[src/rtl/decode_execute_core.sv]
// decode_execute_core: IF/ID register, instruction decode and execute stage of the RV64 pipeline
// Ports:
//   clk, rst (async, active-low)
//   instr_in, ifid_write, ifid_flush      fetch side, IF/ID load/hold/clear
//   wb_we, wb_addr, wb_data               register file write port
//   instr_d, rs1_data, rs2_data, immediate decoded instruction fields
//   branch, mem_read, mem_to_reg, mem_write, alu_src, reg_write, alu_op  main control
//   alu_ctrl, alu_result, alu_zero        execute results
module decode_execute_core #(
   parameter int XLEN     = 64,
   parameter int NUM_REGS = 32
) (
   input  logic            clk,
   input  logic            rst,
   input  logic [31:0]     instr_in,
   input  logic            ifid_write,
   input  logic            ifid_flush,
   input  logic            wb_we,
   input  logic [4:0]      wb_addr,
   input  logic [XLEN-1:0] wb_data,
   output logic [31:0]     instr_d,
   output logic [XLEN-1:0] rs1_data,
   output logic [XLEN-1:0] rs2_data,
   output logic [XLEN-1:0] immediate,
   output logic            branch,
   output logic            mem_read,
   output logic            mem_to_reg,
   output logic            mem_write,
   output logic            alu_src,
   output logic            reg_write,
   output logic [1:0]      alu_op,
   output logic [3:0]      alu_ctrl,
   output logic [XLEN-1:0] alu_result,
   output logic            alu_zero
);
   localparam logic [6:0] OP_R   = 7'b0110011;
   localparam logic [6:0] OP_LD  = 7'b0000011;
   localparam logic [6:0] OP_SD  = 7'b0100011;
   localparam logic [6:0] OP_BEQ = 7'b1100011;
   localparam logic [6:0] OP_IMM = 7'b0010011;
   localparam logic [3:0] ALU_AND = 4'b0000;
   localparam logic [3:0] ALU_OR  = 4'b0001;
   localparam logic [3:0] ALU_ADD = 4'b0010;
   localparam logic [3:0] ALU_XOR = 4'b0011;
   localparam logic [3:0] ALU_SUB = 4'b0110;
   logic [XLEN-1:0] regs [NUM_REGS];
   logic [6:0]      opcode;
   logic [2:0]      funct3;
   logic [3:0]      f3_ctrl;
   logic [4:0]      rs1_addr;
   logic [4:0]      rs2_addr;
   logic [7:0]      ctrl;
   logic [XLEN-1:0] op_b;
   always_ff @(posedge clk or negedge rst)
      if (!rst) instr_d <= '0;
      else if (ifid_flush) instr_d <= '0;
      else if (ifid_write) instr_d <= instr_in;
   always_ff @(posedge clk or negedge rst)
      if (!rst) for (int i = 0; i < NUM_REGS; i++) regs[i] <= '0;
      else if (wb_we && wb_addr != 5'd0) regs[wb_addr] <= wb_data;
   assign opcode   = instr_d[6:0];
   assign funct3   = instr_d[14:12];
   assign rs1_addr = instr_d[19:15];
   assign rs2_addr = instr_d[24:20];
   // Write-through lets an instruction see a value being written back this same cycle.
   assign rs1_data = (rs1_addr == 5'd0) ? '0 : (wb_we && wb_addr == rs1_addr) ? wb_data : regs[rs1_addr];
   assign rs2_data = (rs2_addr == 5'd0) ? '0 : (wb_we && wb_addr == rs2_addr) ? wb_data : regs[rs2_addr];
   assign immediate = (opcode == OP_LD || opcode == OP_IMM) ? {{(XLEN-12){instr_d[31]}}, instr_d[31:20]} :
                      (opcode == OP_SD)  ? {{(XLEN-12){instr_d[31]}}, instr_d[31:25], instr_d[11:7]} :
                      (opcode == OP_BEQ) ? {{(XLEN-13){instr_d[31]}}, instr_d[31], instr_d[7], instr_d[30:25], instr_d[11:8], 1'b0} :
                      '0;
   // {alu_src, mem_to_reg, reg_write, mem_read, mem_write, branch, alu_op}
   assign ctrl = (opcode == OP_R)   ? 8'b0010_0010 :
                 (opcode == OP_LD)  ? 8'b1111_0000 :
                 (opcode == OP_SD)  ? 8'b1000_1000 :
                 (opcode == OP_BEQ) ? 8'b0000_0101 :
                 (opcode == OP_IMM) ? 8'b1010_0011 :
                 8'b0000_0000;
   assign {alu_src, mem_to_reg, reg_write, mem_read, mem_write, branch, alu_op} = ctrl;
   // funct7 bit 5 selects SUB only for register-register ops; OP-IMM has no subtract.
   assign f3_ctrl = (funct3 == 3'b111) ? ALU_AND :
                    (funct3 == 3'b110) ? ALU_OR  :
                    (funct3 == 3'b100) ? ALU_XOR :
                    (funct3 == 3'b000 && alu_op == 2'b10 && instr_d[30]) ? ALU_SUB :
                    ALU_ADD;
   assign alu_ctrl = (alu_op == 2'b00) ? ALU_ADD : (alu_op == 2'b01) ? ALU_SUB : f3_ctrl;
   assign op_b = alu_src ? immediate : rs2_data;
   assign alu_result = (alu_ctrl == ALU_ADD) ? rs1_data + op_b :
                       (alu_ctrl == ALU_SUB) ? rs1_data - op_b :
                       (alu_ctrl == ALU_AND) ? rs1_data & op_b :
                       (alu_ctrl == ALU_OR)  ? rs1_data | op_b :
                       (alu_ctrl == ALU_XOR) ? rs1_data ^ op_b :
                       '0;
   assign alu_zero = (alu_result == '0);
endmodule

[config.mk]
export PLATFORM = sky130hd
export DESIGN_NAME = decode_execute_core
export DESIGN_NICKNAME = d
export VERILOG_FILES = /design/src/rtl/decode_execute_core.sv
export SDC_FILE = /design/constraint.sdc
export NUM_CORES = 2
export LEC_CHECK = 0
export CORE_MARGIN = 2
export CORE_UTILIZATION = 55
export DETAILED_ROUTE_END_ITERATION = 10
export DONT_BUFFER_PORTS = 1
export PLACE_DENSITY = 0.73
export REMOVE_ABC_BUFFERS = 1
export SYNTH_ARGS = -nofsm -noshare
export SYNTH_HDL_FRONTEND = slang
export SYNTH_SLANG_ARGS = --single-unit
[constraint.sdc]
create_clock -name clk -period 8.2 [get_ports clk]
set_input_delay 1.64 -clock clk [delete_from_list [all_inputs] [get_ports clk]]
set_output_delay 1.64 -clock clk [all_outputs]
set_load 0.005 [all_outputs]
==> metrics.md <==
| Metric | Value |
|---|---|
| Max Fanout on Critical Path | `12` |
| Most common cell after layout, fill and taps aside | `dfrtp_1` |
| Wire length of the first global-routing pass | `677000 µm` |
| Max H-tree Level | `4` |
| Top flip-flop cell by instance count after synthesis | `dfrtp_1` |
| Slowest Stage Delay on Critical Path | `between 0.5 and 0.6 ns` |
| Die Span X | `479 µm` |
| Post-Route WL | `between 400000 and 500000 µm` |
| FF-to-FF End | `instr_d[16]$_DFFE_PN0P_` |
| Top cell by count, worst path | `buf_4` |
| Combined area of the multi-input logic cells | `70100 µm²` |
| Area growth from synthesis to final layout | `23.4%` |
| Pwr/cell area | `246 nW/µm²` |
| Simple logic cell fraction of the synthesized area | `under 10%` |
| Most used cells in the layout excluding fill and tap cells | `dfrtp_1, mux2_2, buf_4, mux4_2` |
| Worst-case reg-to-reg path depth | `5` |
| Count of synthesis-stage warnings from yosys | `0` |
| Share of flip-flops with an asynchronous set or reset after synthesis | `100%` |
| Worst Setup EP | `alu_zero` |
| Fraction of the yosys area taken by sequential cells | `42.0%` |
| Highest metal layer with signal wires | `met5` |
| Outcome | `finished, violations left` |
| Antenna violations before repair | `11` |
| Max clock buf depth | `3` |
| Worst EP arrival | `7.83 ns` |
| Largest clock skew in the final design | `0 ns` |
| Via density | `7.00` |
| Final setup violation count | `23` |
| Worst-margin pin slew | `1.44 ns` |
| Tot GR Track Use | `41.0%` |
| Total congestion overflow | `0` |
| Sink Count | `roughly 2100` |
| Worst Setup Slack, final | `-1.27 ns` |
| Total of fill cells in the finished design | `15200` |
| Die Span Y | `approximately 480 µm` |
| Time the worst path needs with I/O delays and setup | `9.47 ns` |
| HP Class | `reg -> reg` |
| Critical Path Source | `instr_d[20]$_DFFE_PN0P_` |
| HPWL after detailed placement | `312000 µm` |
| Number of global-route vias before repair | `95500` |
| Post-synthesis compound-gate area fraction | `5.26%` |
| Origin of the critical flop-to-flop path | `instr_d[16]$_DFFE_PN0P_` |
| Worst vdd rail ir drop | `0.000265 V` |
| DR pass1 iterations | `6` |
| Failing checks | `setup timing` |
| Antenna viol nets, final | `0` |
| Dominant combinational cell family by area after synthesis | `multiplexers` |
| Number of I/O pins | `around 410` |
| CTS tree | `done` |
| TritonCTS buffer count | `~210` |
| Lkg Pwr | `0.0666 µW` |
| Flip-flop and latch count after synthesis | `2080` |
| DRC violation count after routing | `0` |
| Fmax | `approximately 110 MHz` |
| Worst slack at placement | `-1.63 ns` |
| RSZ-0062 raised after global routing | `yes` |
| Endpoint kind of the worst setup timing path | `output pin` |
| Hold_ws | `0.395 ns` |
| Share of layout cells above drive strength 1 | `59.7%` |
| Number of rows in the core area | `around 170` |
| Required time of the critical path | `6.56 ns` |
| Post-cts hold buffer count | `0` |
| Critical path launch point type | `flip-flop` |
| Share of synthesized cell area in full adder, half adder and majority cells | `1.96%` |
| Slowest cell on the critical path | `mux4_2` |
| Post-DP Area | `roughly 140000 µm²` |
| Buffers added on ports | `0` |
| Mean instance size in the synthesized netlist | `13.8 µm²` |
| Buffer type at the clock tree root | `clkbuf_16` |
| RePlAce Congestion | `1.07` |
| Period Utilization, post-route | `115%` |
| Inst Count DP | `12800` |
| Drt wl/cell | `35.5 µm` |
| Post-synthesis xor/xnor area fraction | `0.262%` |
| Starting utilization of the core area | `between 50% and 60%` |
| Met1 routed wirelength after detailed routing | `about 170000 µm` |
| Area of the die | `229000 µm²` |
| Post-Synthesis Cells | `8971` |
| Placeable Area | `between 200000 and 250000 µm²` |
| Clock edge transition at the registers on the reported setup and hold paths | `0.06 ns` |
| Pins over their slew limit | `0` |
| Synth Cell Area | `124000 µm²` |
| Share of synthesized area spent on multiplexers | `42.7%` |
| Worst setup path class | `reg -> out` |
| Violation count after the first detailed-routing iteration | `11900` |
| Worst skew pair latency | `between 0.9 and 1 ns` |
| Met2 Wirelength | `211000 µm` |
| Detailed-route via count | `93600` |
| Worst reg2reg setup slack | `6.79 ns` |
| Final count of hold timing violations | `0` |
| Met3 wirelength from detailed routing | `approximately 53000 µm` |
| Storage cell area | `52100 µm²` |
| Relative slew slack | `3.89%` |
| Maximum number of pins on one net before global-route repair | `~290` |
| Final Non-Filler Cells | `13400` |
| MaxCap Viol Count | `0` |
| Number of synthesized flops with an enable pin | `0` |
| Net count of the finished layout | `10500` |
| Post-route cell area | `153000 µm²` |
| Cell variety after synth | `around 110` |
==> layout make-up <==
cell class | instances | share of cell area [%]
flip-flops and latches | 2080 | 34.1
repair buffers | 2013 | 12.0
multi-input cells | 5690 | 45.8
diodes | 5 | 0.00819
inverters | 203 | 0.504
clock buffers | 294 | 3.99
well taps | 2992 | 2.45
clock inverters | 103 | 1.08
==> per-layer routing <==
| metal | GRT usage [%] | up-vias |
|---|---|---|
| met5 | 0 | - |
| met4 | 25.3 | 4 |
| met3 | 11.7 | 1531 |
| met2 | 60.8 | 5986 |
| met1 | 53.6 | 49300 |
| li1 | - | 36800 |
==> stage by stage <==
step | util, % | power, µW | setup TNS (ns)
floorplan | - | 20600 | -3236.03
global placement | 62.1 | 25000 | -13.54
detailed placement | 62.1 | 25500 | -11.42
CTS | 66.9 | 36800 | -4.08
global route | 68.1 | 38800 | -8.47
finish | 68.1 | 37600 | -5.19
==> logic make-up after synthesis <==
logic type	after synthesis
mux	3458
simple gates	1005
fa+ha+maj	193
buf+inv	1201
other cells	1
xor+xnor	37
compound gates	996
flops	2080
==> how the worst min path moves through the flow <==
stage	from	end	depth (start not counted)
6_report	regs[2046]$_DFFE_PN0P_	regs[2046]$_DFFE_PN0P_	0
5_1_grt	rst	regs[1035]$_DFFE_PN0P_	0
4_1_cts	rst	regs[1732]$_DFFE_PN0P_	0
3_5_place_dp	regs[2046]$_DFFE_PN0P_	regs[2046]$_DFFE_PN0P_	0
3_3_place_gp	regs[1989]$_DFFE_PN0P_	regs[1989]$_DFFE_PN0P_	0
2_1_floorplan	regs[1984]$_DFFE_PN0P_	regs[1984]$_DFFE_PN0P_	0
==> report_power, final <==
part | leakage, µW | total, µW | switching (µW) | internal, µW
clock | 0.00381 | 10800 | 4430 | 6320
sequential | 0.0267 | 13700 | 1470 | 12200
combinational | 0.0361 | 13100 | 6000 | 7140
==> sequential cells by signal, indices dropped and copies added, names as in the netlist <==
signal,cells
regs,2048
instr_d,32
==> Yosys cell counts (all sizes together), types with 14 or more instances <==
cell type,n,share of area (%)
a211oi,118,0.73
a21boi,17,0.10
a21o,32,0.19
a21oi,288,1.2
a221o,14,0.11
a221oi,20,0.15
a31oi,33,0.17
buf,208,0.87
clkbuf,790,2.4
dfrtp,2080,42
ha,191,1.9
inv,203,0.62
mux2,1990,18
mux2i,204,1.6
mux4,1264,23
nand2,293,0.89
nand2b,19,0.096
nand3,48,0.19
nand4,44,0.22
nor2,303,0.92
nor2b,36,0.18
nor3,54,0.22
nor4,43,0.24
o211ai,36,0.22
o21a,25,0.15
o21ai,207,0.84
o21bai,22,0.13
o221ai,17,0.12
o22ai,16,0.081
o31ai,41,0.25
or2,75,0.38
or3,20,0.11
xnor2,24,0.17
==> what timing repair did <==
item	in CTS	in global routing
resized for setup	438	289
setup buffers	64	123
endpoints found under the setup margin	51	47
pin swaps	61	101
gates cloned	15	12
==> critical path, delay by kind of cell, from the launching register on <==
kind            cells  cell delay (ns)
simple gates        4             1.17
flops               1             0.47
compound gates      9             1.61
buf+inv            12             1.78
fa+ha+maj           1             0.21
mux                 4             1.60
(Power assumes the default switching activity.)
